File: config.mk
export PLATFORM = sky130hd
export DESIGN_NAME = jtag_debug_sys_avalon_host_flat
export DESIGN_NICKNAME = d
export VERILOG_FILES = /design/src/rtl/jtag_debug_sys_avalon_pkg.sv /design/src/rtl/jtag_debug_sys_avalon_host_if.sv /design/src/rtl/jtag_debug_sys_avalon_host.sv /design/src/flat_wrapper.sv
export SDC_FILE = /design/constraint.sdc
export NUM_CORES = 1
export LEC_CHECK = 0
export ABC_AREA = 1
export CORE_UTILIZATION = 40
export DETAILED_ROUTE_END_ITERATION = 6
export DONT_BUFFER_PORTS = 1
export PLACE_DENSITY = 0.64
export SKIP_CTS_REPAIR_TIMING = 1
export SYNTH_ARGS = -nofsm -noshare
export SYNTH_HDL_FRONTEND = slang
export SYNTH_SLANG_ARGS = --single-unit
File: constraint.sdc
create_clock -name clk -period 4.5 [get_ports clk]
set_input_delay 0.675 -clock clk [delete_from_list [all_inputs] [get_ports clk]]
set_output_delay 0.675 -clock clk [all_outputs]
set_load 0.03 [all_outputs]
File: src/rtl/jtag_debug_sys_avalon_pkg.sv
// Shared definitions for the JTAG debug Avalon-MM host: FSM state encoding
// and a width helper used to size the stall/latency counter.
package jtag_debug_sys_avalon_pkg;

  localparam logic [1:0] ST_IDLE   = 2'd0;
  localparam logic [1:0] ST_ACCESS = 2'd1;
  localparam logic [1:0] ST_RDWAIT = 2'd2;
  localparam logic [1:0] ST_RESP   = 2'd3;

  typedef enum logic [1:0] {
    IDLE   = ST_IDLE,
    ACCESS = ST_ACCESS,
    RDWAIT = ST_RDWAIT,
    RESP   = ST_RESP
  } state_t;

  // Number of bits needed to hold values 0 .. value-1.
  function automatic int clog2(input int value);
    int result;
    int v;
    result = 0;
    v      = value - 1;
    while (v > 0) begin
      result = result + 1;
      v      = v >> 1;
    end
    return result;
  endfunction

endpackage

File: src/rtl/jtag_debug_sys_avalon_host_if.sv
// Command, response and Avalon-MM bus signals of the debug host.
// master = the host itself, slave = everything around it (decoder,
// response consumer and the Avalon slave).
interface jtag_debug_sys_avalon_host_if #(
  parameter int ADDR_W = 2,
  parameter int DATA_W = 32
);
  import jtag_debug_sys_avalon_pkg::*;

  logic              cmd_valid;
  logic              cmd_ready;
  logic              cmd_write;
  logic [ADDR_W-1:0] cmd_address;
  logic [DATA_W-1:0] cmd_writedata;
  logic              rsp_valid;
  logic              rsp_ready;
  logic [DATA_W-1:0] rsp_readdata;
  logic              rsp_error;
  logic [ADDR_W-1:0] address;
  logic              chipselect;
  logic              write_n;
  logic [DATA_W-1:0] writedata;
  logic [DATA_W-1:0] readdata;
  logic              waitrequest;

  modport master (
    input  cmd_valid, cmd_write, cmd_address, cmd_writedata, rsp_ready,
           readdata, waitrequest,
    output cmd_ready, rsp_valid, rsp_readdata, rsp_error,
           address, chipselect, write_n, writedata
  );

  modport slave (
    output cmd_valid, cmd_write, cmd_address, cmd_writedata, rsp_ready,
           readdata, waitrequest,
    input  cmd_ready, rsp_valid, rsp_readdata, rsp_error,
           address, chipselect, write_n, writedata
  );

endinterface

File: src/rtl/jtag_debug_sys_avalon_host.sv
// Avalon-MM host for the JTAG debug system. Takes one read/write command at a
// time, runs a single Avalon access (honouring waitrequest, an optional stall
// timeout and a fixed slave read latency) and returns readdata or a write
// acknowledge on the response channel.
module jtag_debug_sys_avalon_host
  import jtag_debug_sys_avalon_pkg::*;
#(
  parameter int ADDR_W       = 2,
  parameter int DATA_W       = 32,
  parameter int READ_LATENCY = 0,
  parameter int TIMEOUT      = 255
) (
  input  logic clk,
  input  logic reset,
  jtag_debug_sys_avalon_host_if.master bus
);

  // One counter serves both the stall timeout and the read-latency wait.
  localparam int TO_W  = clog2(TIMEOUT + 1);
  localparam int RL_W  = clog2(READ_LATENCY + 1);
  localparam int MAX_W = (TO_W > RL_W) ? TO_W : RL_W;
  localparam int CNT_W = (MAX_W < 1) ? 1 : MAX_W;
  localparam logic [CNT_W-1:0] TO_LAST = CNT_W'(TIMEOUT - 1);
  localparam logic [CNT_W-1:0] RL_LAST = CNT_W'(READ_LATENCY - 1);

  state_t            state;
  state_t            state_d;
  logic              wr_q;
  logic [ADDR_W-1:0] addr_q;
  logic [DATA_W-1:0] wdata_q;
  logic [DATA_W-1:0] rdata_q;
  logic              err_q;
  logic [CNT_W-1:0]  cnt;

  logic accept;
  logic cnt_clr;
  logic cnt_inc;
  logic cap_rd;
  logic cap_wr;
  logic cap_err;

  // State register; reset drops any access or response in flight.
  always_ff @(posedge clk or posedge reset) begin
    if (reset) begin
      state <= IDLE;
    end else begin
      state <= state_d;
    end
  end

  // Next-state decode plus the bus strobes, which follow the state directly
  // so that reset clears them without waiting for a clock.
  always_comb begin
    state_d        = state;
    accept         = 1'b0;
    cnt_clr        = 1'b0;
    cnt_inc        = 1'b0;
    cap_rd         = 1'b0;
    cap_wr         = 1'b0;
    cap_err        = 1'b0;
    bus.cmd_ready  = (state == IDLE);
    bus.rsp_valid  = (state == RESP);
    bus.chipselect = (state == ACCESS);
    bus.write_n    = !((state == ACCESS) && wr_q);
    case (state)
      IDLE: begin
        if (bus.cmd_valid) begin
          accept  = 1'b1;
          state_d = ACCESS;
        end
      end
      ACCESS: begin
        if (bus.waitrequest) begin
          if ((TIMEOUT != 0) && (cnt == TO_LAST)) begin
            cap_err = 1'b1;
            state_d = RESP;
          end else begin
            cnt_inc = 1'b1;
          end
        end else if (wr_q) begin
          cap_wr  = 1'b1;
          state_d = RESP;
        end else if (READ_LATENCY == 0) begin
          cap_rd  = 1'b1;
          state_d = RESP;
        end else begin
          cnt_clr = 1'b1;
          state_d = RDWAIT;
        end
      end
      RDWAIT: begin
        if (cnt == RL_LAST) begin
          cap_rd  = 1'b1;
          state_d = RESP;
        end else begin
          cnt_inc = 1'b1;
        end
      end
      RESP: begin
        if (bus.rsp_ready) begin
          state_d = IDLE;
        end
      end
      default: state_d = IDLE;
    endcase
  end

  // Command latch, shared counter and response capture.
  always_ff @(posedge clk or posedge reset) begin
    if (reset) begin
      wr_q    <= 1'b0;
      addr_q  <= '0;
      wdata_q <= '0;
      rdata_q <= '0;
      err_q   <= 1'b0;
      cnt     <= '0;
    end else begin
      if (accept) begin
        wr_q    <= bus.cmd_write;
        addr_q  <= bus.cmd_address;
        wdata_q <= bus.cmd_writedata;
      end
      if (accept || cnt_clr) begin
        cnt <= '0;
      end else if (cnt_inc) begin
        cnt <= cnt + CNT_W'(1);
      end
      if (cap_rd) begin
        rdata_q <= bus.readdata;
        err_q   <= 1'b0;
      end else if (cap_wr) begin
        rdata_q <= '0;
        err_q   <= 1'b0;
      end else if (cap_err) begin
        rdata_q <= '0;
        err_q   <= 1'b1;
      end
    end
  end

  assign bus.address      = addr_q;
  assign bus.writedata    = wdata_q;
  assign bus.rsp_readdata = rdata_q;
  assign bus.rsp_error    = err_q;

endmodule

File: src/flat_wrapper.sv
// flat-port wrapper written by rule: the top's interface ports become plain ports
module jtag_debug_sys_avalon_host_flat import jtag_debug_sys_avalon_pkg::*;
#(
  parameter int ADDR_W       = 2,
  parameter int DATA_W       = 32,
  parameter int READ_LATENCY = 0,
  parameter int TIMEOUT      = 255
)
  (clk, reset, bus_cmd_valid, bus_cmd_write, bus_cmd_address, bus_cmd_writedata, bus_rsp_ready, bus_readdata, bus_waitrequest, bus_cmd_ready, bus_rsp_valid, bus_rsp_readdata, bus_rsp_error, bus_address, bus_chipselect, bus_write_n, bus_writedata);
  jtag_debug_sys_avalon_host_if #(.ADDR_W(ADDR_W), .DATA_W(DATA_W)) bus_i ();
  input  logic clk;
  input  logic reset;
  input wire logic [$bits(bus_i.cmd_valid)-1:0] bus_cmd_valid;
  input wire logic [$bits(bus_i.cmd_write)-1:0] bus_cmd_write;
  input wire logic [$bits(bus_i.cmd_address)-1:0] bus_cmd_address;
  input wire logic [$bits(bus_i.cmd_writedata)-1:0] bus_cmd_writedata;
  input wire logic [$bits(bus_i.rsp_ready)-1:0] bus_rsp_ready;
  input wire logic [$bits(bus_i.readdata)-1:0] bus_readdata;
  input wire logic [$bits(bus_i.waitrequest)-1:0] bus_waitrequest;
  output wire logic [$bits(bus_i.cmd_ready)-1:0] bus_cmd_ready;
  output wire logic [$bits(bus_i.rsp_valid)-1:0] bus_rsp_valid;
  output wire logic [$bits(bus_i.rsp_readdata)-1:0] bus_rsp_readdata;
  output wire logic [$bits(bus_i.rsp_error)-1:0] bus_rsp_error;
  output wire logic [$bits(bus_i.address)-1:0] bus_address;
  output wire logic [$bits(bus_i.chipselect)-1:0] bus_chipselect;
  output wire logic [$bits(bus_i.write_n)-1:0] bus_write_n;
  output wire logic [$bits(bus_i.writedata)-1:0] bus_writedata;
  assign bus_i.cmd_valid = bus_cmd_valid;
  assign bus_i.cmd_write = bus_cmd_write;
  assign bus_i.cmd_address = bus_cmd_address;
  assign bus_i.cmd_writedata = bus_cmd_writedata;
  assign bus_i.rsp_ready = bus_rsp_ready;
  assign bus_i.readdata = bus_readdata;
  assign bus_i.waitrequest = bus_waitrequest;
  assign bus_cmd_ready = bus_i.cmd_ready;
  assign bus_rsp_valid = bus_i.rsp_valid;
  assign bus_rsp_readdata = bus_i.rsp_readdata;
  assign bus_rsp_error = bus_i.rsp_error;
  assign bus_address = bus_i.address;
  assign bus_chipselect = bus_i.chipselect;
  assign bus_write_n = bus_i.write_n;
  assign bus_writedata = bus_i.writedata;
  jtag_debug_sys_avalon_host #(.ADDR_W(ADDR_W), .DATA_W(DATA_W), .READ_LATENCY(READ_LATENCY), .TIMEOUT(TIMEOUT)) u_core (.clk(clk), .reset(reset), .bus(bus_i));
endmodule
Word level (Yosys, flattened, before mapping) --
Index checks and enable logic that the tools add are counted.
Word-level totals: register bits 78, input bits 72, logic and storage cells 53
Operators by class: multiplexer cells 30, reduce and logical (&&, ||, !) cells 6, equal/unequal tests 9, add/sub/neg operators 1
Operators with widths (number):
- $mux W32 | 3
- $mux W1 | 17
- $eq A8 B8 Y1 const B | 2
- $mux W8 | 2
- $mux W2 | 5
- $add A8 B1 Y8 const B | 1
- $pmux W2 S4 | 1
- $eq A2 B2 Y1 const B | 2
- $ne A2 B2 Y1 const B | 2
- $pmux W1 S2 | 2
- $reduce_and A4 Y1 | 1
- $ne A3 B2 Y1 const B | 1
- $reduce_bool A3 Y1 | 1
- $eq A2 B1 Y1 const B | 1
- $logic_not A2 Y1 | 1
- $ne A2 B1 Y1 const B | 1
- $reduce_bool A2 Y1 | 1
- $logic_and A1 B1 Y1 | 1
- $logic_not A1 Y1 | 1

Logic depth before layout (Yosys ltp) --
word-level depth 7, depth in mapped cells 10

Least setup slack after synthesis --
No wires, ideal clock.
path type register to output, start point register u_core.state[1], end point output bus_write_n, arrival 1246 ps, cell stages (with the launch flop) 4, slack 2579 ps, data required time 3825 ps, cell sequence dfrtp_1 -> inv_1 -> ha_1 -> nand2_1
On the way: longest elaborated chain between the ends 3
Ends and longest elaborated chain:
- start, declared | RTL line jtag_debug_sys_avalon_host.sv:26 | state_t state;
- start signal, assigned | RTL line jtag_debug_sys_avalon_host.sv:47 | state <= state_d;
- $eq A2 B1 Y1
- via bus_chipselect | RTL line flat_wrapper.sv:25 | output wire logic [$bits(bus_i.chipselect)-1:0] bus_chipselect;
- $logic_and A1 B1 Y1 | RTL line jtag_debug_sys_avalon_host.sv:64 | bus.write_n = !((state == ACCESS) && wr_q);
- $logic_not A1 Y1 | RTL line jtag_debug_sys_avalon_host.sv:64
- end, declared | RTL line flat_wrapper.sv:26 | output wire logic [$bits(bus_i.write_n)-1:0] bus_write_n;
The timed path passes the listed nets, and every way through them passes these cells.

Final worst setup path --
Same ends and word-level chain as after synthesis.

==> impl_metrics.toml <==
[synth]
synth_top_cell_by_area = "dfrtp_1"
synthArstFlopShare = 1.00
yosysMostFrequentCell = "nand2_1"
yosysTopAreaCellShare = 0.569
seq_area_frac_synth = 0.569
synth-main-ff-cell = "dfrtp_1"
synthTopCellsByCount = "98 x nand2_1, 78 x dfrtp_1, 43 x nand3_1"
avgSynthCellArea_sq_um = 10.5
yosysUniqueCellTypes = 24
syn_nets = 406
synth_area_sq_um = 3430
synth_edf_count = 0
syn_inst = 328
synth.area.top_cells = "dfrtp_1 57%, mux2_2 11%, nand2_1 11%, nand3_1 6.3%, ha_1 2.2%"
ys_seq_elements = 78
yosys_warnings = 0

[worst_setup_path]
critPathRequiredTime_ns = 3.83
endpoint_kind = "output port"
startpoint_type = "flip-flop"
cp_max_fo = 6
arrival_ns = 1.71
reg2reg_slack_ns = 2.22
crit_type = "flip-flop to output port"

[final_layout]
nets = 403
multi_input_area_sq_um = 1310
seqCellArea_sq_um = 1950
nFillCells = 825
diodes = 0
area_delta_synth_final_pct = 7.15
drive_gt1_frac = 0.203
final-instance-count-excl-fill = 435

[routing]
drt_iter0_markers = 65
wl_met3_microns = 575
drtPass1Iterations = 4
drt_wl_total_mm = 7.01
avgRoutedWirePerCell_microns = 16.1
wl_met2_mm = 3.46
drc_errors = 0
ant_nets = 0
num_vias = 2258
top_layer_used = "met4"
vias_per_cell = 5.19
wl_met1_mm = 2.89

[global_route]
track_usage = 0.159
antenna_found_initial = 0
grt_pass1_wl_mm = 10.8
grt_start_max_net_pins = 52
grt_pass1_vias = 2260
global_route.overflow_total = 0

[die]
floorplan.initialDensity = 0.415
io-pin-count = 143
rows = 33
core-area_sq_um = 8260
dieArea_sq_um = 8950
die_h_microns = 94.6
fp.dieW_microns = 94.6

[clock_network]
cts_tree = "yes"
numCtsBuffers = 9
h-tree-depth = 3
clkSlewWorstSetupHoldPaths_ns = 0.08
cts-root-buf = "clkbuf_8"
cts_sinks = 78
clk_latency_ns = 0.34
clockBufferDepth = 2

[hold_path]
hp-class = "input port to asynchronous set/reset pin"

[sta]
rsz0062_at_grt = "no"
tightest_slew_ns = 1.07
relSlewSlack = 0.282
fin_worst_skew_ns = 0.00805
tns_ns = 0
max_freq_mhz = 420
whs_ns = 0.281
final-hold-violation-count = 0
slew_viol_final = 0
period_share = 0.529
finalSetupViolCount = 0
layout_min_cycle_time_ns = 2.38

[placed_design]
portBuffers = 0
place.gp.congestion = 0.768
place.detailed.hpwl_mm = 4.89
place_inst = 419

[pwr]
p_leak_nw = 1.85
power.ir.vdd_worst_mv = 0.412
power.density_nw_per_um2 = 824

[job]
drv_cap = 0

[outcome]
status = "complete, no violations"
[flip-flops by register name, indices dropped and copies added (netlist names)]
name / flops
u_core.cnt: 8
u_core.state: 2
u_core.wr_q: 1
u_core.bus.writedata: 32
u_core.bus.rsp_error: 1
u_core.bus.rsp_readdata: 32
u_core.bus.address: 2
[layout make-up]
cell class                 count  area share
clock buffer                  11      0.0358
clock inverter                 5      0.0225
inverter                      16      0.0170
multi-input combinational    219       0.356
sequential                    78       0.531
tap                          105      0.0358
timing repair buffer           1     0.00204
[layout by cell type (no fill, tap or decap), types with 2 or more instances in the layout]
cell       count
bufinv_16      2
clkbuf_1       2
clkbuf_8       9
clkinv_2       3
dfrtp_1       78
ha_1           6
inv_1         13
mux2_2        35
nand2_1       97
nand2_2        5
nand2_4        2
nand3_1       43
nand3_2        3
nand4_1        9
nor2_1         9
o21ai_0        2
xor2_1         2
[per-stage QoR]
stage                util  area (sq um)  power, mW  worst slack (ns)
detailed placement  0.419          3460       2.49              2.20
finish              0.445          3670       3.03              2.12
global placement    0.419          3460       2.46              2.26
global route        0.445          3670       3.19              1.98
CTS                 0.445          3670       3.06              2.10
floorplan               -          3430       2.34              1.83
[per-layer routing]
layer  track usage  vias up
met5             0        -
li1              -     1065
met4        0.0644        0
met1         0.190     1097
met3        0.0572        8
met2         0.263       88
[worst max-delay path, cell delays in order (launching register included)]
cell     delay [ns]
dfrtp_1        0.42
inv_1          0.10
ha_1           0.50
nand2_1        0.35
[logic make-up (layout without fill, tap and decap cells)]
group | Yosys count | in the layout | share of synthesized area
adders and majority gates | 6 | 6 | 0.0219
and+or+nand+nor | 173 | 173 | 0.233
AOI/OAI and AO/OA | 2 | 2 | 0.00292
muxes | 35 | 35 | 0.115
buffers and inverters | 31 | 33 | 0.0503
xor gates and xnor gates | 3 | 3 | 0.00766
DFF | 78 | 78 | 0.569
[where the power goes]
group | total (mW) | switching, mW | internal [mW]
logic | 0.720 | 0.420 | 0.300
clock network | 0.562 | 0.247 | 0.315
registers | 1.74 | 0.758 | 0.987
total | 3.03 | 1.43 | 1.60
[final timing paths]
kind / startpoint / endpoint / cells past startpoint
max: u_core.state[1] / bus_write_n / 3
min: reset / u_core.bus.writedata[31] / 1
max reg2reg: u_core.state[1] / u_core.bus.rsp_readdata[15] / 8
min reg2reg: u_core.state[1] / u_core.state[1] / 2
max in group asynchronous: reset / u_core.bus.rsp_readdata[2] / 2
min in group clk: bus_readdata[28] / u_core.bus.rsp_readdata[28] / 2
No activity file was read; power rests on OpenSTA's default activity.
